**src/rtl/rv16_fetch_aligner_if.sv**
```systemverilog
// Bundles the redirect, instruction-memory and decoder handshake signals of the rv16 fetch aligner.
// The master modport is the aligner; the slave modport is its surroundings (core control, imem, decoder).
interface rv16_fetch_aligner_if;
  logic        i_redirect;
  logic [31:0] i_redirect_pc;
  logic        o_imem_req;
  logic [31:0] o_imem_addr;
  logic        i_imem_rvalid;
  logic [31:0] i_imem_rdata;
  logic        o_valid;
  logic        i_ready;
  logic [31:0] o_instruction;
  logic        o_is_compressed;
  logic [31:0] o_pc;

  modport master (
    input  i_redirect, i_redirect_pc, i_imem_rvalid, i_imem_rdata, i_ready,
    output o_imem_req, o_imem_addr, o_valid, o_instruction, o_is_compressed, o_pc
  );

  modport slave (
    output i_redirect, i_redirect_pc, i_imem_rvalid, i_imem_rdata, i_ready,
    input  o_imem_req, o_imem_addr, o_valid, o_instruction, o_is_compressed, o_pc
  );
endinterface

```
**src/rtl/rv16_fetch_aligner.sv**
```systemverilog
// rv16 fetch aligner: word reads from imem, a 3-halfword buffer, and whole 16/32-bit
// instructions presented to the decoder, with redirect and stale-read squashing.
//
// state       | meaning
// RUN         | no read outstanding; request when buffer holds <= 1 halfword
// WAIT        | one read outstanding; its data is appended on return
// WAIT_SQUASH | one read outstanding but stale after a redirect; data is dropped
module rv16_fetch_aligner #(
  parameter logic [31:0] RESET_PC = 32'h0000_0000
) (
  input  logic                  i_clk,
  input  logic                  i_rst_n,
  rv16_fetch_aligner_if.master  bus
);

  typedef enum logic [1:0] {
    RUN         = 2'd0,
    WAIT        = 2'd1,
    WAIT_SQUASH = 2'd2
  } state_t;

  state_t            state;
  logic [2:0][15:0]  hw;
  logic [1:0]        count;
  logic [31:0]       pc;
  logic [31:0]       fetch_addr;
  logic              discard_low;
  logic              imem_req;

  logic              is_c;
  logic              valid;
  logic              fire;
  logic [1:0]        consume;
  logic [1:0]        rem;
  logic              append_en;
  logic [2:0][15:0]  shifted;
  logic [2:0][15:0]  nb;
  logic [1:0]        nc;
  logic [31:0]       pc_step;

  assign is_c      = (hw[0][1:0] != 2'b11);
  assign valid     = !bus.i_redirect && (((count >= 2'd1) && is_c) || (count >= 2'd2));
  assign fire      = valid && bus.i_ready;
  assign consume   = fire ? (is_c ? 2'd1 : 2'd2) : 2'd0;
  assign rem       = count - consume;
  assign append_en = (state == WAIT) && bus.i_imem_rvalid;
  assign pc_step   = is_c ? 32'd2 : 32'd4;

  // Consume from the head first, then append the returned halfwords behind what remains.
  always_comb begin
    shifted = hw;
    if (consume == 2'd1) begin
      shifted = {16'h0000, hw[2], hw[1]};
    end else if (consume == 2'd2) begin
      shifted = {16'h0000, 16'h0000, hw[2]};
    end
    nb = shifted;
    nc = rem;
    if (append_en && (rem != 2'd3)) begin
      if (discard_low) begin
        nb[rem] = bus.i_imem_rdata[31:16];
        nc      = rem + 2'd1;
      end else begin
        nb[rem] = bus.i_imem_rdata[15:0];
        if (rem < 2'd2) begin
          nb[rem + 2'd1] = bus.i_imem_rdata[31:16];
        end
        nc = rem + 2'd2;
      end
    end
  end

  always_ff @(posedge i_clk or negedge i_rst_n) begin
    if (!i_rst_n) begin
      state       <= RUN;
      hw          <= '0;
      count       <= 2'd0;
      pc          <= {RESET_PC[31:1], 1'b0};
      fetch_addr  <= {RESET_PC[31:2], 2'b00};
      discard_low <= RESET_PC[1];
      imem_req    <= 1'b0;
    end else if (bus.i_redirect) begin
      count       <= 2'd0;
      pc          <= {bus.i_redirect_pc[31:1], 1'b0};
      fetch_addr  <= {bus.i_redirect_pc[31:2], 2'b00};
      discard_low <= bus.i_redirect_pc[1];
      imem_req    <= 1'b0;
      // A read still in flight must be swallowed unless it returns this very cycle.
      if ((state != RUN) && !bus.i_imem_rvalid) begin
        state <= WAIT_SQUASH;
      end else begin
        state <= RUN;
      end
    end else begin
      hw       <= nb;
      count    <= nc;
      imem_req <= 1'b0;
      if (fire) begin
        pc <= pc + pc_step;
      end
      case (state)
        RUN: begin
          if (count <= 2'd1) begin
            imem_req <= 1'b1;
            state    <= WAIT;
          end
        end
        WAIT: begin
          if (bus.i_imem_rvalid) begin
            fetch_addr  <= fetch_addr + 32'd4;
            discard_low <= 1'b0;
            state       <= RUN;
          end
        end
        WAIT_SQUASH: begin
          if (bus.i_imem_rvalid) begin
            state <= RUN;
          end
        end
        default: state <= RUN;
      endcase
    end
  end

  assign bus.o_valid         = valid;
  assign bus.o_is_compressed = (count != 2'd0) && is_c;
  assign bus.o_instruction   = (count == 2'd0) ? 32'h0 :
                               (is_c ? {16'h0000, hw[0]} : {hw[1], hw[0]});
  assign bus.o_pc            = pc;
  assign bus.o_imem_req      = imem_req;
  assign bus.o_imem_addr     = fetch_addr;

endmodule

```
**src/flat_wrapper.sv**
```systemverilog
// flat-port wrapper written by rule: the top's interface ports become plain ports
module rv16_fetch_aligner_flat 
#(
  parameter logic [31:0] RESET_PC = 32'h0000_0000
)
  (i_clk, i_rst_n, bus_i_redirect, bus_i_redirect_pc, bus_i_imem_rvalid, bus_i_imem_rdata, bus_i_ready, bus_o_imem_req, bus_o_imem_addr, bus_o_valid, bus_o_instruction, bus_o_is_compressed, bus_o_pc);
  rv16_fetch_aligner_if bus_i ();
  input  logic i_clk;
  input  logic i_rst_n;
  input wire logic [$bits(bus_i.i_redirect)-1:0] bus_i_redirect;
  input wire logic [$bits(bus_i.i_redirect_pc)-1:0] bus_i_redirect_pc;
  input wire logic [$bits(bus_i.i_imem_rvalid)-1:0] bus_i_imem_rvalid;
  input wire logic [$bits(bus_i.i_imem_rdata)-1:0] bus_i_imem_rdata;
  input wire logic [$bits(bus_i.i_ready)-1:0] bus_i_ready;
  output wire logic [$bits(bus_i.o_imem_req)-1:0] bus_o_imem_req;
  output wire logic [$bits(bus_i.o_imem_addr)-1:0] bus_o_imem_addr;
  output wire logic [$bits(bus_i.o_valid)-1:0] bus_o_valid;
  output wire logic [$bits(bus_i.o_instruction)-1:0] bus_o_instruction;
  output wire logic [$bits(bus_i.o_is_compressed)-1:0] bus_o_is_compressed;
  output wire logic [$bits(bus_i.o_pc)-1:0] bus_o_pc;
  assign bus_i.i_redirect = bus_i_redirect;
  assign bus_i.i_redirect_pc = bus_i_redirect_pc;
  assign bus_i.i_imem_rvalid = bus_i_imem_rvalid;
  assign bus_i.i_imem_rdata = bus_i_imem_rdata;
  assign bus_i.i_ready = bus_i_ready;
  assign bus_o_imem_req = bus_i.o_imem_req;
  assign bus_o_imem_addr = bus_i.o_imem_addr;
  assign bus_o_valid = bus_i.o_valid;
  assign bus_o_instruction = bus_i.o_instruction;
  assign bus_o_is_compressed = bus_i.o_is_compressed;
  assign bus_o_pc = bus_i.o_pc;
  rv16_fetch_aligner #(.RESET_PC(RESET_PC)) u_core (.i_clk(i_clk), .i_rst_n(i_rst_n), .bus(bus_i));
endmodule
```
**config.mk**
```make
export PLATFORM = sky130hd
export DESIGN_NAME = rv16_fetch_aligner_flat
export DESIGN_NICKNAME = d
export VERILOG_FILES = /design/src/rtl/rv16_fetch_aligner_if.sv /design/src/rtl/rv16_fetch_aligner.sv /design/src/flat_wrapper.sv
export SDC_FILE = /design/constraint.sdc
export NUM_CORES = 1
export LEC_CHECK = 0
export BUFFER_PORTS_ARGS = -buffer_cell sky130_fd_sc_hd__buf_2
export CAP_MARGIN = 20
export CORE_ASPECT_RATIO = 2
export CORE_MARGIN = 8
export CORE_UTILIZATION = 55
export CTS_CLUSTER_DIAMETER = 100
export DETAILED_ROUTE_END_ITERATION = 7
export PLACE_DENSITY = 0.86
export SLEW_MARGIN = 25
export SYNTH_ARGS = -nofsm -noshare
export SYNTH_HDL_FRONTEND = slang
export SYNTH_SLANG_ARGS = --single-unit
```
**constraint.sdc**
```tcl
create_clock -name i_clk -period 3.66 [get_ports i_clk]
set_input_delay 0.183 -clock i_clk [delete_from_list [all_inputs] [get_ports i_clk]]
set_output_delay 0.183 -clock i_clk [all_outputs]
set_load 0.03 [all_outputs]
```
## After elaboration in Yosys (flattened, before gate mapping)

Cells that the tools add are included.

- Register bits after elaboration: 118
- Output and inout bits: 99
- Logic and storage cells: 88

- Add/subtract/negate cells: 5
- Order comparisons: 8
- Equality and inequality tests: 8
- Muxes and demuxes: 36
- Reductions and logical operators: 22

Operators by type and width:

| kind | count |
|---|---|
| 2-to-1 mux 48 bit | 5 |
| 2-to-1 mux 32 bit | 7 |
| bitwise mux 48 bit | 3 |
| demux 16 bit (select 2 bit) | 2 |
| adder 32 x 3 -> 32 bit (second input constant) | 1 |
| adder 32 bit | 1 |
| 2-to-1 mux 16 bit | 2 |
| 2-to-1 mux 2 bit | 9 |
| nonzero test 2 bit | 5 |
| logical AND 1 bit | 9 |
| >= comparator 2 x 1 -> 1 bit (second input constant) | 3 |
| < comparator 2 x 3 -> 1 bit (second input constant) | 2 |
| 2-to-1 mux 1 bit | 6 |
| == test 2 x 1 -> 1 bit (second input constant) | 2 |
| == test 2 bit (second input constant) | 2 |
| zero test 2 bit | 2 |
| != test 2 bit (second input constant) | 2 |
| case mux 2 bit (2 select lines) | 1 |
| AND reduction 2 bit | 2 |
| 2-to-1 mux 3 bit | 1 |
| != test 3 x 1 -> 1 bit (second input constant) | 1 |
| != test 3 x 2 -> 1 bit (second input constant) | 1 |
| adder 2 x 1 -> 2 bit (second input constant) | 1 |
| adder 2 bit (second input constant) | 1 |
| other kinds (7) | 8 |

## Logic depth before layout (Yosys ltp)

- Word-level depth: 16
- Mapped depth: 13

## Least setup slack after synthesis

OpenSTA, ideal clock, no wires.

- Kind: register -> register
- Start: reg u_core.hw[0] (netlist name)
- End: reg u_core.pc[23], in the netlist u_core.bus.o_pc[23]
- Arrival time: 3,277 ps
- Required time: 3,535 ps
- Path slack: 258 ps
- Stages on the path, launching flop included: 12
- Period minus slack after synthesis: 3,402 ps
- Cells stage by stage: dfrtp_1 nand2_1 clkbuf_1 ha_1 inv_1 fa_1 or4_1 buf_2 or3b_4 nor2_2 xor2_1 mux2_2

- Word-level cells in the longest chain between the ends: 6
- Elaborated cells between the ends (all ways): 10
- Those cells by class: 1 x add/sub; 1 x eq/ne; 3 x mux; 5 x reduce/logical

RTL lines:

| item | line | source |
|---|---|---|
| from (decl) | rv16_fetch_aligner.sv:23 | `logic [2:0][15:0] hw;` |
| from (signal assigned) | rv16_fetch_aligner.sv:95 | `hw <= nb;` |
| != test 2 bit * | rv16_fetch_aligner.sv:41 | `assign is_c = (hw[0][1:0] != 2'b11);` |
| branches (longest 5 deep; another with adder 32 bit) | n/a |  |
| to (signal assigned) | rv16_fetch_aligner.sv:78 | `pc <= {RESET_PC[31:1], 1'b0};` |
| to (signal assigned) | rv16_fetch_aligner.sv:84 | `pc <= {bus.i_redirect_pc[31:1], 1'b0};` |
| to (signal assigned) | rv16_fetch_aligner.sv:99 | `pc <= pc + pc_step;` |
| to (decl) | rv16_fetch_aligner.sv:25 | `logic [31:0] pc;` |

Mark *: on every way between the ends. The select of a mux whose other input is x is not followed.
A chain may end at the register's enable or synchronous reset.

## Worst setup path after layout

- Start: reg u_core.hw[1] (netlist name)
- End: reg u_core.pc[31], in the netlist u_core.bus.o_pc[31]

Same word-level chain as after synthesis.

==> summary.md <==
| Metric | Value |
|---|---|
| Share of cells above drive strength 1 | 28.0% |
| Commonest non-fill, non-tap cell in the layout | buf_2 |
| Die area | 17,400 sq um |
| Sw Pwr | 0.00202 W |
| Main area contributors after synthesis | dfrtp_1, mux2i_1, mux2_2, nor2_1, nand2_1 |
| Sw Share | 37.6% |
| Post-place instance area | 8260 sq um |
| Overall power | 0.00536 W |
| Initial antenna violation count | 0 |
| Ys async rst share | 100% |
| Largest area contributor in the netlist | dfrtp_1 |
| Average size of a mapped cell | 9.28 sq um |
| Share of the synthesized area in the top cell type | 39.5% |
| Crit path capture type | flop |
| WS Path Type | reg -> reg |
| Part of the power in registers | 35.8% |
| # port buffers | 163 |
| Period minus WS final | 3170 ps |
| Detail Placement HPWL | 17,000 microns |
| Post-synthesis cell area | 7280 sq um |
| Post-place setup slack | 550 ps |
| Rows | 59 |
| FF-to-FF setup slack | 490 ps |
| Number of antenna diodes | 0 |
| CP top delay family | simple AND/OR/NAND/NOR gates |
| Max cap viols | 0 |
| DRC Markers | 0 |
| WP data arrival | 3460 ps |
| Crit path cell chain | nand2_1 -> buf_4 -> fa_1 -> or4_1 -> nor3b_1 -> nand4_1 -> nand3_1 -> o211ai_1 |
| VDD IR max | 0.419 mV |
| Critical Path Fanout Max | 7 |
| Area Overhead vs Synth | 21.8% |
| Global-route wire length before repair | 37,700 microns |
| Gr usage total | 27.0% |
| Clock-pin slew on the worst setup and hold paths | 60 ps |
| Vias | 7,053 |
| Cells after Synth | 784 |
| TNS Setup | 0 ps |
| Period utilisation layout | 86.7% |
| Core Area | 13,000 sq um |
| Vias in the first global route | 7,244 |
| Die H | 179 microns |
| Status | finished, final reports clean |
| Initial Util | 56.0% |
| Via/cell ratio | 6.38 |
| Worst slew margin | 45.4% |
| Clk sinks | 115 |
| YS warnings | 0 |
| Synth cell types | 64 |
| Total iterations of the first detailed-routing run | 5 |
| DR WL/cell | 21.6 microns |
| Final ANT Viol Nets | 0 |
| EDFF count, synth | 0 |
| Layout Skew | 9.29 ps |
| Maximum clock insertion buffer count | 2 |
| P_leak | 4.13 nW |
| Min-Delay Path Class | in -> reg |
| Final #Nets | 1,016 |
| Clk root buf | clkbuf_16 |
| FF+latch count, synth | 115 |
| WL final | 23,900 microns |
| Cell-internal power | 0.00335 W |
| Worst-margin pin slew | 820 ps |
| Clock share of power | 30.7% |
| Worst path max stage delay | 700 ps |
| Finish-stage setup viols | 0 |
| Top Ports | 168 |
| CP startpoint kind | flop |
| Combinational power share | 33.6% |
| Most frequent cells in the layout | buf_2, dfrtp_1, nor2_1 |
| Critical Path RT | 3950 ps |
| RD Place Congestion | 0.871 |
| H-tree depth | 4 |
| Top_reg_cell synth | dfrtp_1 |
| Register area share after synthesis | 39.5% |
| F_max | 315 MHz |
| Final instance area | 8870 sq um |
| Slew Viols, Final | 0 |
| Max stage delay cell, worst path | or4_1 |
| Die span in x | 97.3 microns |
| Total gr overflow | 0 |
| Setup ws final | 486 ps |
| TritonCTS Buffers | 17 |
| RSZ-0062 raised after global routing | no |
| Pwr dens | 605 nW/um^2 |
| Worst Path Buf+Inv | 1 |
| Starting DRT DRC Count | 390 |
| Largest net degree at the start of global routing | 69 |
| CTS tree | yes |
| Clk_lat worst skew | 410 ps |
| Final hold vios | 0 |
worst register-to-register path, cell delays in order, from the launching register on:
cell and delay (ps):
dfrtp_1 460, nand2_1 200, buf_4 230, fa_1 430, or4_1 700, nor3b_1 610, nand4_1 210, nand3_1 120
o211ai_1 90
power by group through the flow:
stage	sequential, W	combinational, W	clock, W
after floorplan	0.00196	0.00118	0
after global placement	0.00191	0.00173	0
after detailed placement	0.00192	0.00178	0
after CTS	0.00190	0.00179	0.00166
after global routing	0.00195	0.00196	0.00170
final	0.00192	0.00180	0.00164
sequential cells by signal, summed over array words and instances, names as in the netlist:
name                    count
u_core.hw                  48
u_core.bus.o_pc            31
u_core.bus.o_imem_addr     30
u_core.count                2
u_core.state                2
u_core.bus.o_imem_req       1
u_core.discard_low          1
routing by layer:
layer	part of all wire [%]	GRT usage [%]	wire length, microns	vias up
li1	-	-	-	3169
met1	33	26.3	7990	3397
met2	55	51.3	13200	405
met3	6.7	5.13	1610	82
met4	4.4	16.2	1060	0
met5	0	0	0	-
what timing repair did:
item,in CTS,in global routing
resized for setup,0,0
buffers inserted,0,0
hold buffers,2,0
endpoints found under the hold margin,57,0
metrics by stage:
stage	util [%]	hold WS [ps]	cells
floorplan	-	-113	786
global placement	63.6	294	1071
CTS	68.2	1.44	1105
finish	68.2	12.5	1105
global route	68.2	17.2	1105
detailed placement	63.6	300	1071
cell usage after synthesis, types with 14 or more instances:
master	n
nand3_1	40
nand2_1	71
o211ai_1	18
mux2i_1	53
mux2_2	25
dfrtp_1	115
and2_1	20
o21ai_0	15
nand4_1	15
inv_1	14
nor2_1	75
xor2_1	24
and3_1	19
xnor2_1	28
a221o_1	16
a21oi_1	39
nor3_1	20
clkbuf_1	38
nor2b_1	18
cell families after synthesis:
kind of cell	count (synthesis)	synth area share [%]
mux	78	11.2
fa+ha+maj	7	1.31
buf+inv	72	4.14
xor+xnor	52	6.26
simple gates	307	21.3
flops	115	39.5
compound gates	152	16.3
other cells	1	0.0515
layout make-up:
type	count	area (sq um)
Fill cell	1046	4130
Sequential cell	115	2880
Clock buffer	19	443
Multi-Input combinational cell	599	4110
Tap cell	152	190
Timing Repair Buffer	191	1050
Inverter	16	60.1
Clock inverter	13	136
worst paths after layout:
kind | startpoint | end | cells past startpoint
setup / recovery | u_core.hw[1]$_DFFE_PN0N_ | u_core.bus.o_pc[31]$_DFFE_PN0N_ | 8
hold / removal | bus_i_redirect_pc[19] | u_core.bus.o_imem_addr[19]$_DFFE_PN0P_ | 3
setup reg to reg | u_core.hw[1]$_DFFE_PN0N_ | u_core.bus.o_pc[31]$_DFFE_PN0N_ | 8
hold reg to reg | u_core.bus.o_pc[31]$_DFFE_PN0N_ | u_core.bus.o_pc[31]$_DFFE_PN0N_ | 1
max in group asynchronous | i_rst_n | u_core.bus.o_imem_addr[28]$_DFFE_PN0P_ | 3
min in group asynchronous | i_rst_n | u_core.hw[5]$_DFFE_PN0N_ | 2
No activity file was read; power rests on OpenSTA's default activity.
